$ cat src/rtl/divider_8bit_if.sv
// Start/done handshake bundle for the sequential divider.
// master drives operands and start; slave returns status and results.
interface divider_8bit_if #(
    parameter int WIDTH = 8
);
    logic             start;
    logic [WIDTH-1:0] num_1;
    logic [WIDTH-1:0] num_2;
    logic             busy;
    logic             done;
    logic [WIDTH-1:0] quotient;
    logic [WIDTH-1:0] remainder;
    logic             div_zero;

    modport master (
        output start, num_1, num_2,
        input  busy, done, quotient, remainder, div_zero
    );

    modport slave (
        input  start, num_1, num_2,
        output busy, done, quotient, remainder, div_zero
    );
endinterface

$ cat src/rtl/divider_8bit.sv
// Sequential restoring divider: one trial subtraction per clock,
// quotient and remainder published with a one-cycle done pulse.
module divider_8bit #(
    parameter int WIDTH = 8
) (
    input  logic          clk,
    input  logic          rst,
    divider_8bit_if.slave bus
);
    localparam int CW = $clog2(WIDTH + 1);

    typedef enum logic [1:0] {
        S_IDLE,
        S_CALC,
        S_DONE
    } state_t;

    state_t           r_state;
    logic [WIDTH-1:0] r_q;
    logic [WIDTH-1:0] r_d;
    logic [WIDTH:0]   r_r;
    logic [CW-1:0]    r_cnt;
    logic             r_busy;
    logic             r_done;
    logic [WIDTH-1:0] r_quot;
    logic [WIDTH-1:0] r_rem;
    logic             r_dz;

    state_t           w_state_nx;
    logic [WIDTH-1:0] w_q_nx;
    logic [WIDTH-1:0] w_d_nx;
    logic [WIDTH:0]   w_r_nx;
    logic [CW-1:0]    w_cnt_nx;
    logic [WIDTH-1:0] w_quot_nx;
    logic [WIDTH-1:0] w_rem_nx;
    logic             w_dz_nx;
    logic [WIDTH:0]   w_shift;
    logic [WIDTH:0]   w_trial;

    assign w_shift = {r_r[WIDTH-1:0], r_q[WIDTH-1]};
    assign w_trial = w_shift - {1'b0, r_d};

    always_comb begin
        w_state_nx = r_state;
        w_q_nx     = r_q;
        w_d_nx     = r_d;
        w_r_nx     = r_r;
        w_cnt_nx   = r_cnt;
        w_quot_nx  = r_quot;
        w_rem_nx   = r_rem;
        w_dz_nx    = r_dz;
        case (r_state)
            S_CALC: begin
                w_q_nx   = {r_q[WIDTH-2:0], ~w_trial[WIDTH]};
                w_r_nx   = w_trial[WIDTH] ? w_shift : w_trial;
                w_cnt_nx = r_cnt + 1'b1;
                // Results load on the final iteration so they align with done.
                if (r_cnt == CW'(WIDTH - 1)) begin
                    w_state_nx = S_DONE;
                    w_quot_nx  = w_q_nx;
                    w_rem_nx   = w_r_nx[WIDTH-1:0];
                    w_dz_nx    = 1'b0;
                end
            end
            default: begin
                if (bus.start) begin
                    w_q_nx   = bus.num_1;
                    w_d_nx   = bus.num_2;
                    w_r_nx   = '0;
                    w_cnt_nx = '0;
                    if (bus.num_2 == '0) begin
                        w_state_nx = S_DONE;
                        w_quot_nx  = '1;
                        w_rem_nx   = bus.num_1;
                        w_dz_nx    = 1'b1;
                    end else begin
                        w_state_nx = S_CALC;
                    end
                end else begin
                    w_state_nx = S_IDLE;
                end
            end
        endcase
    end

    always_ff @(posedge clk or posedge rst) begin
        if (rst) begin
            r_state <= S_IDLE;
            r_q     <= '0;
            r_d     <= '0;
            r_r     <= '0;
            r_cnt   <= '0;
            r_busy  <= 1'b0;
            r_done  <= 1'b0;
            r_quot  <= '0;
            r_rem   <= '0;
            r_dz    <= 1'b0;
        end else begin
            r_state <= w_state_nx;
            r_q     <= w_q_nx;
            r_d     <= w_d_nx;
            r_r     <= w_r_nx;
            r_cnt   <= w_cnt_nx;
            r_busy  <= (w_state_nx == S_CALC);
            r_done  <= (w_state_nx == S_DONE);
            r_quot  <= w_quot_nx;
            r_rem   <= w_rem_nx;
            r_dz    <= w_dz_nx;
        end
    end

    assign bus.busy      = r_busy;
    assign bus.done      = r_done;
    assign bus.quotient  = r_quot;
    assign bus.remainder = r_rem;
    assign bus.div_zero  = r_dz;
endmodule

$ cat src/flat_wrapper.sv
// flat-port wrapper written by rule: the top's interface ports become plain ports
module divider_8bit_flat 
#(
    parameter int WIDTH = 8
)
  (clk, rst, bus_start, bus_num_1, bus_num_2, bus_busy, bus_done, bus_quotient, bus_remainder, bus_div_zero);
  divider_8bit_if #(.WIDTH(WIDTH)) bus_i ();
  input  logic clk;
  input  logic rst;
  input wire logic [$bits(bus_i.start)-1:0] bus_start;
  input wire logic [$bits(bus_i.num_1)-1:0] bus_num_1;
  input wire logic [$bits(bus_i.num_2)-1:0] bus_num_2;
  output wire logic [$bits(bus_i.busy)-1:0] bus_busy;
  output wire logic [$bits(bus_i.done)-1:0] bus_done;
  output wire logic [$bits(bus_i.quotient)-1:0] bus_quotient;
  output wire logic [$bits(bus_i.remainder)-1:0] bus_remainder;
  output wire logic [$bits(bus_i.div_zero)-1:0] bus_div_zero;
  assign bus_i.start = bus_start;
  assign bus_i.num_1 = bus_num_1;
  assign bus_i.num_2 = bus_num_2;
  assign bus_busy = bus_i.busy;
  assign bus_done = bus_i.done;
  assign bus_quotient = bus_i.quotient;
  assign bus_remainder = bus_i.remainder;
  assign bus_div_zero = bus_i.div_zero;
  divider_8bit #(.WIDTH(WIDTH)) u_core (.clk(clk), .rst(rst), .bus(bus_i));
endmodule
$ cat config.mk
export PLATFORM = sky130hd
export DESIGN_NAME = divider_8bit_flat
export DESIGN_NICKNAME = d
export VERILOG_FILES = /design/src/rtl/divider_8bit_if.sv /design/src/rtl/divider_8bit.sv /design/src/flat_wrapper.sv
export SDC_FILE = /design/constraint.sdc
export NUM_CORES = 1
export LEC_CHECK = 0
export BUFFER_PORTS_ARGS = -buffer_cell sky130_fd_sc_hd__buf_4
export CORE_UTILIZATION = 30
export DETAILED_ROUTE_END_ITERATION = 16
export PLACE_DENSITY_LB_ADDON = 0.3
export SLEW_MARGIN = 20
export SYNTH_ARGS = -nofsm -noshare
export SYNTH_HDL_FRONTEND = slang
export SYNTH_SLANG_ARGS = --single-unit
$ cat constraint.sdc
create_clock -name clk -period 3.5 [get_ports clk]
set_input_delay 0.7 -clock clk [delete_from_list [all_inputs] [get_ports clk]]
set_output_delay 0.7 -clock clk [all_outputs]
set_load 0.05 [all_outputs]
Word level (Yosys, flattened, before mapping)
Cells that the tools add are included.
W data, S select, Z words.
Storage, ports and cells
  output and inout bits: 19
  bits in registers: 49
  logic and storage cells: 47
  bits of input ports: 19
Operators by class
  equal/unequal tests: 5
  bitwise logic cells: 2
  add/subtract/negate cells: 2
  reduce and logical (&&, ||, !) cells: 5
  mux-type cells: 23
Operators with widths (count)
  $mux W8: 13
  $sub A9 B8 Y9: 1
  $logic_not A8 Y1: 1
  $mux W2: 4
  $mux W4: 2
  $add A4 B1 Y4 const B: 1
  $eq A2 B1 Y1 const B: 2
  $eq A4 B3 Y1 const B: 1
  $mux W1: 4
  $reduce_bool A2 Y1: 2
  $reduce_and A3 Y1: 1
  $eq A2 B2 Y1 const B: 1
  $ne A2 B1 Y1 const B: 1
  $not A1 Y1: 2
  $reduce_and A2 Y1: 1

Logic depth before layout (Yosys ltp)
Gate-level depths: netlist of the first run.
  word-level depth: 5
  mapped depth: 11

Worst setup path after synthesis of the first run
No wires, ideal clock.
  path kind: flip-flop to flip-flop
  start point: reg u_core.r_q[7]
  end point: reg u_core.r_rem[5], in the netlist u_core.bus.remainder[5]
  path buffers: 1
  setup slack: 1197 ps
  library setup time: 126 ps
  required time: 3374 ps
  stages on the path, launching flop included: 12
  data arrival time: 2177 ps
  cell sequence: dfrtp_1 > inv_1 > ha_1 > inv_1 > fa_1 > a21o_1 > a22oi_2 > a21oi_2 > xnor2_2 > buf_6 > and3_4 > o32a_1
Between the ends
  cells in the longest elaborated chain, start to end: 4
RTL lines
  start: declaration: line divider_8bit.sv:19  | logic [WIDTH-1:0] r_q;
  start signal: assignment: line divider_8bit.sv:100  | r_q <= w_q_nx;
  $sub A9 B8 Y9: line divider_8bit.sv:41  | assign w_trial = w_shift - {1'b0, r_d};
  $mux W8: line divider_8bit.sv:55  | w_r_nx = w_trial[WIDTH] ? w_shift : w_trial;
  $mux W8: line divider_8bit.sv:58  | if (r_cnt == CW'(WIDTH - 1)) begin
  $mux W8: line divider_8bit.sv:52  | case (r_state)
  end signal: assignment: line divider_8bit.sv:107  | r_rem <= w_rem_nx;
  end: declaration: line divider_8bit.sv:26  | logic [WIDTH-1:0] r_rem;
Every way passes these cells. The select of a mux whose other input is x is not followed.
A chain may end at the register's enable or synchronous reset.

Worst setup path after layout of the first run
  start point: reg u_core.r_q[7]
  end point: reg u_core.r_rem[0], in the netlist u_core.bus.remainder[0]
Between the ends
  cells in the longest elaborated chain, start to end: 4
RTL lines (line)
  $sub A9 B8 Y9: divider_8bit.sv:41
  $mux W8 *: divider_8bit.sv:55
  $mux W8 *: divider_8bit.sv:58
  $mux W8 *: divider_8bit.sv:52
Every way passes the cells marked *; elsewhere a longest branch is shown, timed or not. The select of a mux whose other input is x is not followed.

==> tab_implementation.tex, run 1 <==
\begin{tabular}{lr}
\hline
Metric & Value \\
\hline
\multicolumn{2}{l}{\textbf{Critical path}} \\
\quad Cell count of the worst reg-to-reg path & 10 \\
\quad Category of the worst setup path launch point & flip-flop \\
\quad Required time at the endpoint of the critical path & 3.72 ns \\
\quad FF-to-FF Start & u\_core.r\_q[7] \\
\quad Cell mode on critical path & inv\_1 \\
\quad Crit-path max cell delay & 0.58 ns \\
\quad Arrival @ worst endpoint & 3.08 ns \\
\quad Sort of element at the end of the critical path & flip-flop \\
\quad Terminus of the critical flop-to-flop path & u\_core.bus.remainder[0] \\
\quad CP max stage cell & xnor2\_2 \\
\quad Series of cell instances along the critical path & inv\_1, ha\_1, inv\_1, fa\_1, a21o\_1, a22oi\_2, a21oi\_2, xnor2\_2, mux2\_2, a221oi\_2 \\
\quad WS Path Type & reg2reg \\
\quad Setup slack of the most critical reg-to-reg path & 0.65 ns \\
\quad Critical path origin & u\_core.r\_q[7] \\
\quad Peak fanout along the critical path & 11 \\
\quad Critical Path End & u\_core.bus.remainder[0] \\
\multicolumn{2}{l}{\textbf{Logic synthesis}} \\
\quad Simple-gate share of the synthesized area & 13.0\% \\
\quad Number of synthesis warnings & 0 \\
\quad Post-synth top flop & dfrtp\_1 \\
\quad Combinational family with the most area after synthesis & compound AO/OA/AOI/OAI gates \\
\quad Post-synthesis compound-gate area fraction & 16.2\% \\
\quad Post-Synth XOR/XNOR Area & 3.12\% \\
\quad Synthesized net count & 275 \\
\quad Netlist area before placement & 0.00249 mm\^{}2 \\
\quad Post-Synthesis Cells & 246 \\
\quad Adder-cell share of the synthesized area & 5.33\% \\
\quad Post-Syn Area per Cell & 10.1 um\^{}2 \\
\quad FFs w/ async S/R, synth & 100\% \\
\quad Post-synthesis register bit count & 49 \\
\quad Number of synthesized flops with an enable pin & 0 \\
\quad Mux share of post-synthesis cell area & 9.10\% \\
\quad Count of distinct cell types in the synthesized netlist & 44 \\
\quad Fraction of the yosys area taken by sequential cells & 49.2\% \\
\multicolumn{2}{l}{\textbf{Global route}} \\
\quad Largest net degree at the start of global routing & 50 \\
\quad M1 GR Usage & 19.1\% \\
\quad Met3 track demand over resource in global routing & 2.93\% \\
\quad Vias in the first global route & 1,844 \\
\quad Top Usage Layer GRT & met2 \\
\quad Global-route met2 utilization & 20.8\% \\
\quad Initial antenna violation count & 0 \\
\quad First-pass GRT wire length & 9150 um \\
\quad Overall global routing resource usage & 13.5\% \\
\quad Aggregate global routing overflow & 0 \\
\multicolumn{2}{l}{\textbf{STA}} \\
\quad Worst slew margin & 42.2\% \\
\quad Number of hold-slack violations in the final timing report & 0 \\
\quad Aggregate negative setup slack & 0 ns \\
\quad Hold slack & 0.493 ns \\
\quad Worst clock skew & 0.00784 ns \\
\quad Maximum frequency from static timing analysis & 350 MHz \\
\quad Final worst path period need & 2.85 ns \\
\quad Transition at the pin with the smallest max-transition slack & 0.866 ns \\
\quad Unrepaired setup endpoints after global routing & no \\
\quad Slew Viols, Final & 0 \\
\quad Final Cycle Share & 81.5\% \\
\quad Final setup violation count & 0 \\
\multicolumn{2}{l}{\textbf{Final layout}} \\
\quad End-of-flow core utilization & 37.4\% \\
\quad Area growth from synthesis to layout & 18.5\% \\
\quad Net total in the final layout & 308 \\
\quad Commonest cells after routing, fill and taps aside & dfrtp\_1 (49), buf\_4 (40), nor2\_1 (31), a21oi\_1 (28), nand2\_1 (17) \\
\quad Layout cells sized above 1 & 23.6\% \\
\quad Final antenna diode count & 0 \\
\quad Most common cell after layout, fill and taps aside & dfrtp\_1 \\
\multicolumn{2}{l}{\textbf{Drt}} \\
\quad DRC & 0 \\
\quad Routed vias & 1,898 \\
\quad DR iter-0 viols & 97 \\
\quad Antenna-violating nets left & 0 \\
\quad Detailed Routing Iterations Pass 1 & 4 \\
\quad Via density per instance & 4.97 \\
\quad Total wire length after detailed routing & 5460 um \\
\quad Post-DR wirelength/cell & 14.3 um \\
\multicolumn{2}{l}{\textbf{CTS}} \\
\quad CTS tree & yes \\
\quad Resized cells post-CTS & 0 \\
\quad H-tree levels & 2 \\
\quad CTS root buffer & clkbuf\_8 \\
\quad Clock Path Buffers & 2 \\
\quad Post-CTS setup buffers & 0 \\
\quad Insertion delay of the later-clocked pin in the worst-skew pair & 0.31 ns \\
\quad Number of buffers added by the clock tree synthesis step & 5 \\
\quad Clock input transition at the sequential cells of the worst setup and hold paths & 0.10 ns \\
\quad CTS Hold Buffers Added & 0 \\
\quad Sink Count & 49 \\
\multicolumn{2}{l}{\textbf{Floorplanning}} \\
\quad Total core area & 0.00789 mm\^{}2 \\
\quad Starting Density & 31.6\% \\
\quad Total I/O pin count & 38 \\
\quad FP Rows & 32 \\
\quad Die X-Extent & 93.1 um \\
\quad Chip height & 93.1 um \\
\quad Die Area & 0.00867 mm\^{}2 \\
\multicolumn{2}{l}{\textbf{Flow run}} \\
\quad Max Cap Viol & 0 \\
\multicolumn{2}{l}{\textbf{Worst hold path}} \\
\quad Hold WC Path Type & reg2reg \\
\multicolumn{2}{l}{\textbf{Place}} \\
\quad Number of input and output port buffers inserted & 37 \\
\quad DP Wirelength & 3870 um \\
\quad GP Congestion & 0.793 \\
\multicolumn{2}{l}{\textbf{Status}} \\
\quad Run status & finished, final reports clean \\
\hline
\end{tabular}
-- worst min path at each step --
stage | from | end | slack (ns) | cells after the start
after global placement | u_core.r_cnt[3] | u_core.r_cnt[3] | 0.47 | 1
after detailed placement | u_core.r_cnt[3] | u_core.r_cnt[3] | 0.48 | 1
after floorplan | u_core.r_cnt[3] | u_core.r_cnt[3] | 0.44 | 1
after global routing | u_core.r_d[7] | u_core.r_d[7] | 0.53 | 1
final | u_core.r_cnt[3] | u_core.r_cnt[3] | 0.49 | 1
after CTS | u_core.r_cnt[3] | u_core.r_cnt[3] | 0.50 | 1
-- synthesized netlist by cell type, drive strengths merged (3+ instances only) --
| master | count | area share [%] |
|---|---|---|
| a21o | 3 | 0.90 |
| a21oi | 29 | 6.0 |
| a221oi | 5 | 2.0 |
| a31oi | 3 | 0.75 |
| buf | 4 | 1.0 |
| clkbuf | 10 | 1.5 |
| dfrtp | 49 | 49 |
| ha | 9 | 4.5 |
| inv | 10 | 1.5 |
| mux2 | 10 | 4.7 |
| mux2i | 11 | 4.4 |
| nand2 | 17 | 2.6 |
| nand3b | 6 | 1.8 |
| nor2 | 31 | 4.7 |
| nor2b | 4 | 1.0 |
| o21ai | 14 | 2.8 |
| xnor2 | 6 | 2.4 |
-- kinds of logic after synthesis --
logic type / after synthesis
flops: 49
mux: 21
simple gates: 69
buf+inv: 24
fa+ha+maj: 10
compound gates: 65
xor+xnor: 8
-- flip-flops by register name, summed over array words and instances, names as in the netlist --
register and count:
u_core.r_q 8, u_core.r_state 2, u_core.r_d 8, u_core.bus.remainder 8, u_core.bus.quotient 8, u_core.r_r 8, u_core.r_cnt 4, u_core.bus.div_zero 1
u_core.bus.done 1, u_core.bus.busy 1
-- per-stage QoR --
stage | std cells | instance area [um^2] | worst slack, ns
finish | 382 | 2950 | 0.647
global route | 382 | 2950 | 0.438
CTS | 382 | 2950 | 0.633
detailed placement | 374 | 2860 | 0.667
global placement | 374 | 2860 | 0.756
floorplan | 246 | 2490 | 1.20
-- layout make-up --
type | instances | area (um^2)
timing repair buffer | 40 | 300
fill | 787 | 4940
inverter | 10 | 38.8
clock inverter | 3 | 21.3
sequential | 49 | 1230
multi-input combinational | 173 | 1170
tap | 102 | 128
clock buffer | 5 | 68.8
-- worst max-delay path, delay by kind of cell (launching register included) --
family | cells | cell delay [ns]
buffers and inverters | 2 | 0.12
AO/OA/AOI/OAI | 4 | 0.70
XOR/XNOR | 1 | 0.58
multiplexers | 1 | 0.43
adder cells (fa/ha/maj) | 2 | 0.56
flip-flops | 1 | 0.39
-- metal layers --
metal,up-vias,part of all wire (%)
met5,-,0
met1,922,49
li1,930,-
met2,39,46
met3,7,3.7
met4,0,1.4
Power of run 1 is not shown: default switching activity piles up to over one toggle a cycle in this logic, so the estimate is an artifact.
==> inputs of run 2 (changes only) <==
==> constraint.sdc (replaced) <==
create_clock -name clk -period 3 [get_ports clk]
set_input_delay 0.6 -clock clk [delete_from_list [all_inputs] [get_ports clk]]
set_output_delay 0.6 -clock clk [all_outputs]
set_load 0.05 [all_outputs]
==> run 2 against run 1 <==
Compared with the run above:
- final area rose by 2.3%
- fmax grew 9.4%
- critical path type unchanged
- count of clock-buffer cells in the layout is the same
- cell count rose by 1.6%
==> tab_implementation.tex, run 2 (synthesized netlist as in run 1, its figures left out) <==
\begin{tabular}{lr}
\hline
Metric & Value \\
\hline
\multicolumn{2}{l}{\textbf{STA}} \\
\quad Unrepaired setup endpoints after global routing & no \\
\quad Maximum frequency from static timing analysis & 384 MHz (+9.4\%) \\
\quad Hold slack & 0.316 ns (-0.176 ns) \\
\quad Final Cycle Share & 86.9\% (+5.4 points) \\
\quad Worst path setup slack after routing & 0.393 ns (-0.254 ns) \\
\quad Worst slew margin & 59.6\% (+17 points) \\
\quad Number of hold-slack violations in the final timing report & 0 (unchanged) \\
\quad Final setup violation count & 0 (unchanged) \\
\quad Final worst path period need & 2.61 ns (-0.246 ns) \\
\quad Aggregate negative setup slack & 0 ns (unchanged) \\
\quad Slew Viols, Final & 0 (unchanged) \\
\quad Transition at the pin with the smallest max-transition slack & 0.606 ns (-0.260 ns) \\
\quad Worst clock skew & 0.00640 ns (-0.00145 ns) \\
\multicolumn{2}{l}{\textbf{Final layout}} \\
\quad Layout cells sized above 1 & 25.2\% (+1.6 points) \\
\quad Net total in the final layout & 314 (+1.9\%) \\
\quad Area growth from synthesis to layout & 21.3\% \\
\quad Final antenna diode count & 0 (unchanged) \\
\quad Count of fill cells added during filler insertion & 786 (-0.13\%) \\
\quad Commonest cells after routing, fill and taps aside & dfrtp\_1 (49), buf\_4 (46), nor2\_1 (31), a21oi\_1 (28), nand2\_1 (17) \\
\quad Most common cell after layout, fill and taps aside & dfrtp\_1 \\
\multicolumn{2}{l}{\textbf{Drt}} \\
\quad DR iter-0 viols & 129 (+33\%) \\
\quad Via density per instance & 4.89 (-1.5\%) \\
\quad DRC & 0 (unchanged) \\
\quad Post-DR wirelength/cell & 14.4 um (+0.64\%) \\
\quad Detailed Routing Iterations Pass 1 & 4 (unchanged) \\
\quad Total wire length after detailed routing & 5580 um (+2.2\%) \\
\quad Antenna-violating nets left & 0 (unchanged) \\
\quad Routed vias & 1,899 (+0.053\%) \\
\multicolumn{2}{l}{\textbf{Global route}} \\
\quad Vias in the first global route & 1,892 (+2.6\%) \\
\quad Largest net degree at the start of global routing & 41 (-18\%) \\
\quad M1 GR Usage & 19.7\% (+0.64 points) \\
\quad Overall global routing resource usage & 14.2\% (+0.71 points) \\
\quad Met3 track demand over resource in global routing & 3.33\% (+0.41 points) \\
\quad First-pass GRT wire length & 9470 um (+3.5\%) \\
\quad Aggregate global routing overflow & 0 (unchanged) \\
\quad Global-route met2 utilization & 22.1\% (+1.2 points) \\
\quad Top Usage Layer GRT & met2 \\
\quad Initial antenna violation count & 0 (unchanged) \\
\multicolumn{2}{l}{\textbf{Critical path}} \\
\quad Arrival @ worst endpoint & 2.84 ns (-0.24 ns) \\
\quad Kind of cell adding the most delay to the critical path & compound AO/OA/AOI/OAI gates \\
\quad Peak fanout along the critical path & 6 (-5) \\
\quad CP Buf/Inv Count & 3 (+1) \\
\quad Sort of element at the end of the critical path & flip-flop \\
\quad CP max stage cell & fa\_1 \\
\quad Series of cell instances along the critical path & inv\_1, ha\_1, inv\_1, fa\_1, a21o\_1, a22oi\_2, a21oi\_2, xnor2\_2, buf\_4, mux2\_4, a31oi\_1 \\
\quad Cell mode on critical path & inv\_1 \\
\quad CP Depth & 11 (+1) \\
\quad Crit-path max cell delay & 0.40 ns (-0.18 ns) \\
\quad Category of the worst setup path launch point & flip-flop \\
\quad Required time at the endpoint of the critical path & 3.24 ns (-0.48 ns) \\
\quad WS Path Type & reg2reg \\
\quad Cell count of the worst reg-to-reg path & 11 (+1) \\
\multicolumn{2}{l}{\textbf{Place}} \\
\quad DP Wirelength & 4080 um (+5.5\%) \\
\quad Pre-CTS setup slack & 0.422 ns (-0.245 ns) \\
\quad GP Congestion & 0.759 (-4.3\%) \\
\quad Number of input and output port buffers inserted & 37 (unchanged) \\
\multicolumn{2}{l}{\textbf{CTS}} \\
\quad Insertion delay of the later-clocked pin in the worst-skew pair & 0.31 ns (about the same) \\
\quad CTS Hold Buffers Added & 0 (unchanged) \\
\quad CTS tree & yes \\
\quad Clock input transition at the sequential cells of the worst setup and hold paths & 0.10 ns (about the same) \\
\quad H-tree levels & 2 (unchanged) \\
\quad Sink Count & 49 (unchanged) \\
\quad CTS root buffer & clkbuf\_8 \\
\quad Resized cells post-CTS & 0 (unchanged) \\
\quad Number of buffers added by the clock tree synthesis step & 5 (unchanged) \\
\quad Clock Path Buffers & 2 (unchanged) \\
\quad Post-CTS setup buffers & 0 (unchanged) \\
\multicolumn{2}{l}{\textbf{Floorplanning}} \\
\quad FP Rows & 32 (unchanged) \\
\quad Total I/O pin count & 38 (unchanged) \\
\quad Starting Density & 31.6\% (unchanged) \\
\quad Die X-Extent & 93.1 um (unchanged) \\
\quad Chip height & 93.1 um (unchanged) \\
\quad Die Area & 0.00867 mm\^{}2 (unchanged) \\
\quad Total core area & 0.00789 mm\^{}2 (unchanged) \\
\multicolumn{2}{l}{\textbf{Worst hold path}} \\
\quad Hold WC Path Type & in2async \\
\multicolumn{2}{l}{\textbf{Flow run}} \\
\quad Max Cap Viol & 0 (unchanged) \\
\multicolumn{2}{l}{\textbf{Status}} \\
\quad Run status & finished, final reports clean \\
\hline
\end{tabular}
run 2: area by class of cell:
type	count	area, um^2	area share [%]
clock buffer	5	68.8	2.28
clock inverter	3	46.3	1.53
inverter	10	37.5	1.24
multi-input combinational	173	1170	38.7
sequential	49	1230	40.6
tap	102	128	4.23
timing repair buffer	46	345	11.4
run 2: stage by stage:
| stage | util (%) | cells | area [um^2] |
|---|---|---|---|
| after CTS | 38.3 | 388 | 3020 |
| after global routing | 38.3 | 388 | 3020 |
| after detailed placement | 36.8 | 380 | 2900 |
| after global placement | 36.8 | 380 | 2900 |
| after floorplan | - | 246 | 2490 |
| final | 38.3 | 388 | 3020 |
run 2: worst reg2reg max path, delay by kind of cell, from the launching register on:
| kind | cells | cell delay [ns] |
|---|---|---|
| buffers and inverters | 3 | 0.33 |
| adder cells (fa/ha/maj) | 2 | 0.56 |
| flip-flops | 1 | 0.38 |
| multiplexers | 1 | 0.30 |
| AO/OA/AOI/OAI | 4 | 0.62 |
| XOR/XNOR | 1 | 0.34 |
run 2: worst paths after layout:
path / startpoint / endpoint / slack [ns]
min in group clk: u_core.r_cnt[3] / u_core.r_cnt[3] / 0.48
hold reg to reg: u_core.r_cnt[3] / u_core.r_cnt[3] / 0.48
max in group asynchronous: rst / u_core.r_q[3] / 1.95
setup reg to reg: u_core.r_q[7] / u_core.bus.remainder[2] / 0.39
setup / recovery: u_core.r_q[7] / u_core.bus.remainder[2] / 0.39
hold / removal: rst / u_core.r_q[0] / 0.32
run 2: routing by layer:
metal	vias up	wire (um)
met5	-	0
li1	937	-
met3	7	207
met1	923	2670
met2	32	2620
met4	0	83
Power of run 2 is left out for the same reason.
==> inputs of run 3 (changes only) <==
==> constraint.sdc (replaced) <==
create_clock -name clk -period 2.9 [get_ports clk]
set_input_delay 0.58 -clock clk [delete_from_list [all_inputs] [get_ports clk]]
set_output_delay 0.58 -clock clk [all_outputs]
set_load 0.05 [all_outputs]
==> run 3 against run 2 <==
Compared with the run above:
- critical path depth is the same
- sequential cell count unchanged
- hold slack got worse by 0.013 ns
- largest cell class unchanged
- via count is 0.21% lower
- critical endpoint unchanged
- first-iteration DRC count increased by 18%
- final area is 0.70% lower
- sequential share of layout area increased by 0.29 points
- die area unchanged
- register-to-register slack worse by 0.08 ns
==> tab_implementation.tex, run 3 (synthesized netlist as in run 1, its figures left out) <==
\begin{tabular}{lr}
\hline
Metric & Value \\
\hline
\multicolumn{2}{l}{\textbf{Drt}} \\
\quad WL met2 & 2570 um (-2.0\%) \\
\quad Post-DR wirelength/cell & 14.1 um (-1.7\%) \\
\quad Total wire length after detailed routing & 5480 um (-1.7\%) \\
\quad DRC & 0 (unchanged) \\
\quad DR iter-0 viols & 152 (+18\%) \\
\quad DRT met1 WL & 2670 um (-0.19\%) \\
\quad Met3 wire len & 189 um (-8.7\%) \\
\quad Uppermost layer routed & met4 \\
\quad Antenna-violating nets left & 0 (unchanged) \\
\quad Via density per instance & 4.88 (-0.21\%) \\
\quad Routed vias & 1,895 (-0.21\%) \\
\quad Detailed Routing Iterations Pass 1 & 4 (unchanged) \\
\multicolumn{2}{l}{\textbf{CTS}} \\
\quad Clock input transition at the sequential cells of the worst setup and hold paths & 0.09 ns (about the same) \\
\quad H-tree levels & 2 (unchanged) \\
\quad Insertion delay of the later-clocked pin in the worst-skew pair & 0.30 ns (about the same) \\
\quad Resized cells post-CTS & 0 (unchanged) \\
\quad Sink Count & 49 (unchanged) \\
\quad Number of buffers added by the clock tree synthesis step & 5 (unchanged) \\
\quad CTS root buffer & clkbuf\_8 \\
\quad Clock Path Buffers & 2 (unchanged) \\
\quad CTS tree & yes \\
\quad CTS Hold Buffers Added & 0 (unchanged) \\
\quad Post-CTS setup buffers & 0 (unchanged) \\
\multicolumn{2}{l}{\textbf{Global route}} \\
\quad Overall global routing resource usage & 13.9\% (-0.37 points) \\
\quad First-pass GRT wire length & 9240 um (-2.5\%) \\
\quad Largest net degree at the start of global routing & 41 (unchanged) \\
\quad Initial antenna violation count & 0 (unchanged) \\
\quad Vias in the first global route & 1,855 (-2.0\%) \\
\quad Aggregate global routing overflow & 0 (unchanged) \\
\multicolumn{2}{l}{\textbf{Final layout}} \\
\quad Commonest cells after routing, fill and taps aside & dfrtp\_1 (49), buf\_4 (47), nor2\_1 (31), a21oi\_1 (28), nand2\_1 (17) \\
\quad Net total in the final layout & 315 (+0.32\%) \\
\quad Area growth from synthesis to layout & 20.4\% \\
\quad Most common cell after layout, fill and taps aside & dfrtp\_1 \\
\quad Finished Layout Cells & 388 (unchanged) \\
\quad Sequential cell area & 0.00123 mm\^{}2 (unchanged) \\
\quad Layout cells sized above 1 & 24.8\% (-0.35 points) \\
\quad Area used by multi-input combinational logic & 0.00117 mm\^{}2 (unchanged) \\
\quad Final antenna diode count & 0 (unchanged) \\
\quad Count of fill cells added during filler insertion & 787 (+0.13\%) \\
\multicolumn{2}{l}{\textbf{Critical path}} \\
\quad FF-to-FF Start & u\_core.r\_q[7] \\
\quad Cell count of the worst reg-to-reg path & 11 (unchanged) \\
\quad Category of the worst setup path launch point & flip-flop \\
\quad Peak fanout along the critical path & 6 (unchanged) \\
\quad Sort of element at the end of the critical path & flip-flop \\
\quad Terminus of the critical flop-to-flop path & u\_core.bus.remainder[2] \\
\quad Arrival @ worst endpoint & 2.81 ns (-0.03 ns) \\
\quad Required time at the endpoint of the critical path & 3.13 ns (-0.11 ns) \\
\quad WS Path Type & reg2reg \\
\quad Setup slack of the most critical reg-to-reg path & 0.32 ns (-0.08 ns) \\
\multicolumn{2}{l}{\textbf{Floorplanning}} \\
\quad Total core area & 0.00789 mm\^{}2 (unchanged) \\
\quad FP Rows & 32 (unchanged) \\
\quad Total I/O pin count & 38 (unchanged) \\
\quad Chip height & 93.1 um (unchanged) \\
\quad Die Area & 0.00867 mm\^{}2 (unchanged) \\
\quad Die X-Extent & 93.1 um (unchanged) \\
\quad Starting Density & 31.6\% (unchanged) \\
\multicolumn{2}{l}{\textbf{STA}} \\
\quad Number of hold-slack violations in the final timing report & 0 (unchanged) \\
\quad Final worst path period need & 2.58 ns (-0.0237 ns) \\
\quad Final Cycle Share & 89.1\% (+2.2 points) \\
\quad Transition at the pin with the smallest max-transition slack & 0.638 ns (+0.0320 ns) \\
\quad Unrepaired setup endpoints after global routing & no \\
\quad Worst clock skew & 0.00471 ns (-0.00168 ns) \\
\quad Final setup violation count & 0 (unchanged) \\
\quad Slew Viols, Final & 0 (unchanged) \\
\quad Worst slew margin & 57.5\% (-2.1 points) \\
\quad Aggregate negative setup slack & 0 ns (unchanged) \\
\quad Maximum frequency from static timing analysis & 387 MHz (+0.92\%) \\
\multicolumn{2}{l}{\textbf{Place}} \\
\quad DP Wirelength & 4040 um (-1.0\%) \\
\quad Number of input and output port buffers inserted & 37 (unchanged) \\
\quad Post-Place Cells & 381 (+0.26\%) \\
\quad GP Congestion & 0.743 (-2.1\%) \\
\multicolumn{2}{l}{\textbf{Flow run}} \\
\quad Max Cap Viol & 0 (unchanged) \\
\multicolumn{2}{l}{\textbf{Status}} \\
\quad Run status & finished, final reports clean \\
\multicolumn{2}{l}{\textbf{Worst hold path}} \\
\quad Hold WC Path Type & in2async \\
\hline
\end{tabular}
## run 3: cell types whose count changed in the layout (fill, tap and decap cells not counted)
cell	previous run	this run
buf_4	46	47
bufinv_16	1	0
clkbuf_1	0	1
clkbuf_8	5	6
clkinv_4	1	0
clkinvlp_4	1	0
## run 3: layer usage
| metal | global-route usage, % | vias up |
|---|---|---|
| met5 | 0 | - |
| met4 | 4.23 | 0 |
| met3 | 2.85 | 4 |
| met2 | 22.1 | 36 |
| met1 | 18.9 | 912 |
| li1 | - | 943 |
## run 3: how the worst max path moves through the flow
stage	start	endpoint	slack, ns	cells after the start
finish	u_core.r_q[7]	u_core.bus.remainder[2]	0.32	11
global route	u_core.r_q[7]	u_core.bus.remainder[0]	0.13	10
CTS	u_core.r_q[7]	u_core.bus.remainder[2]	0.32	11
detailed placement	u_core.r_q[7]	u_core.bus.remainder[0]	0.33	10
global placement	u_core.r_q[7]	u_core.bus.remainder[2]	0.37	11
floorplan	u_core.r_q[7]	u_core.bus.remainder[5]	0.60	11
## run 3: area by class of cell
| cell class | instances | share of cell area (%) |
|---|---|---|
| sequential | 49 | 40.9 |
| multi-input combinational | 173 | 38.9 |
| timing repair buffer | 47 | 11.8 |
| tap | 102 | 4.26 |
| clock buffer | 7 | 2.88 |
| inverter | 10 | 1.25 |
## run 3: worst max-delay path, stage by stage (launching register included)
cell and delay [ns]:
dfrtp_1 0.38, inv_1 0.07, ha_1 0.15, inv_1 0.05, fa_1 0.40, a21o_1 0.19
a22oi_2 0.15, a21oi_2 0.09, xnor2_2 0.36, buf_4 0.21, mux2_4 0.30, a31oi_1 0.16
## run 3: per-stage QoR
step                hold slack [ns]  instance area, um^2  worst slack (ns)  util, %
floorplan                     0.442                 2490             0.597        -
global placement              0.467                 2910             0.373     36.9
detailed placement            0.475                 2910             0.330     36.9
CTS                           0.313                 3000             0.318     38.0
global route                  0.334                 3000             0.129     38.0
finish                        0.303                 3000             0.317     38.0
Power of run 3 is left out for the same reason.
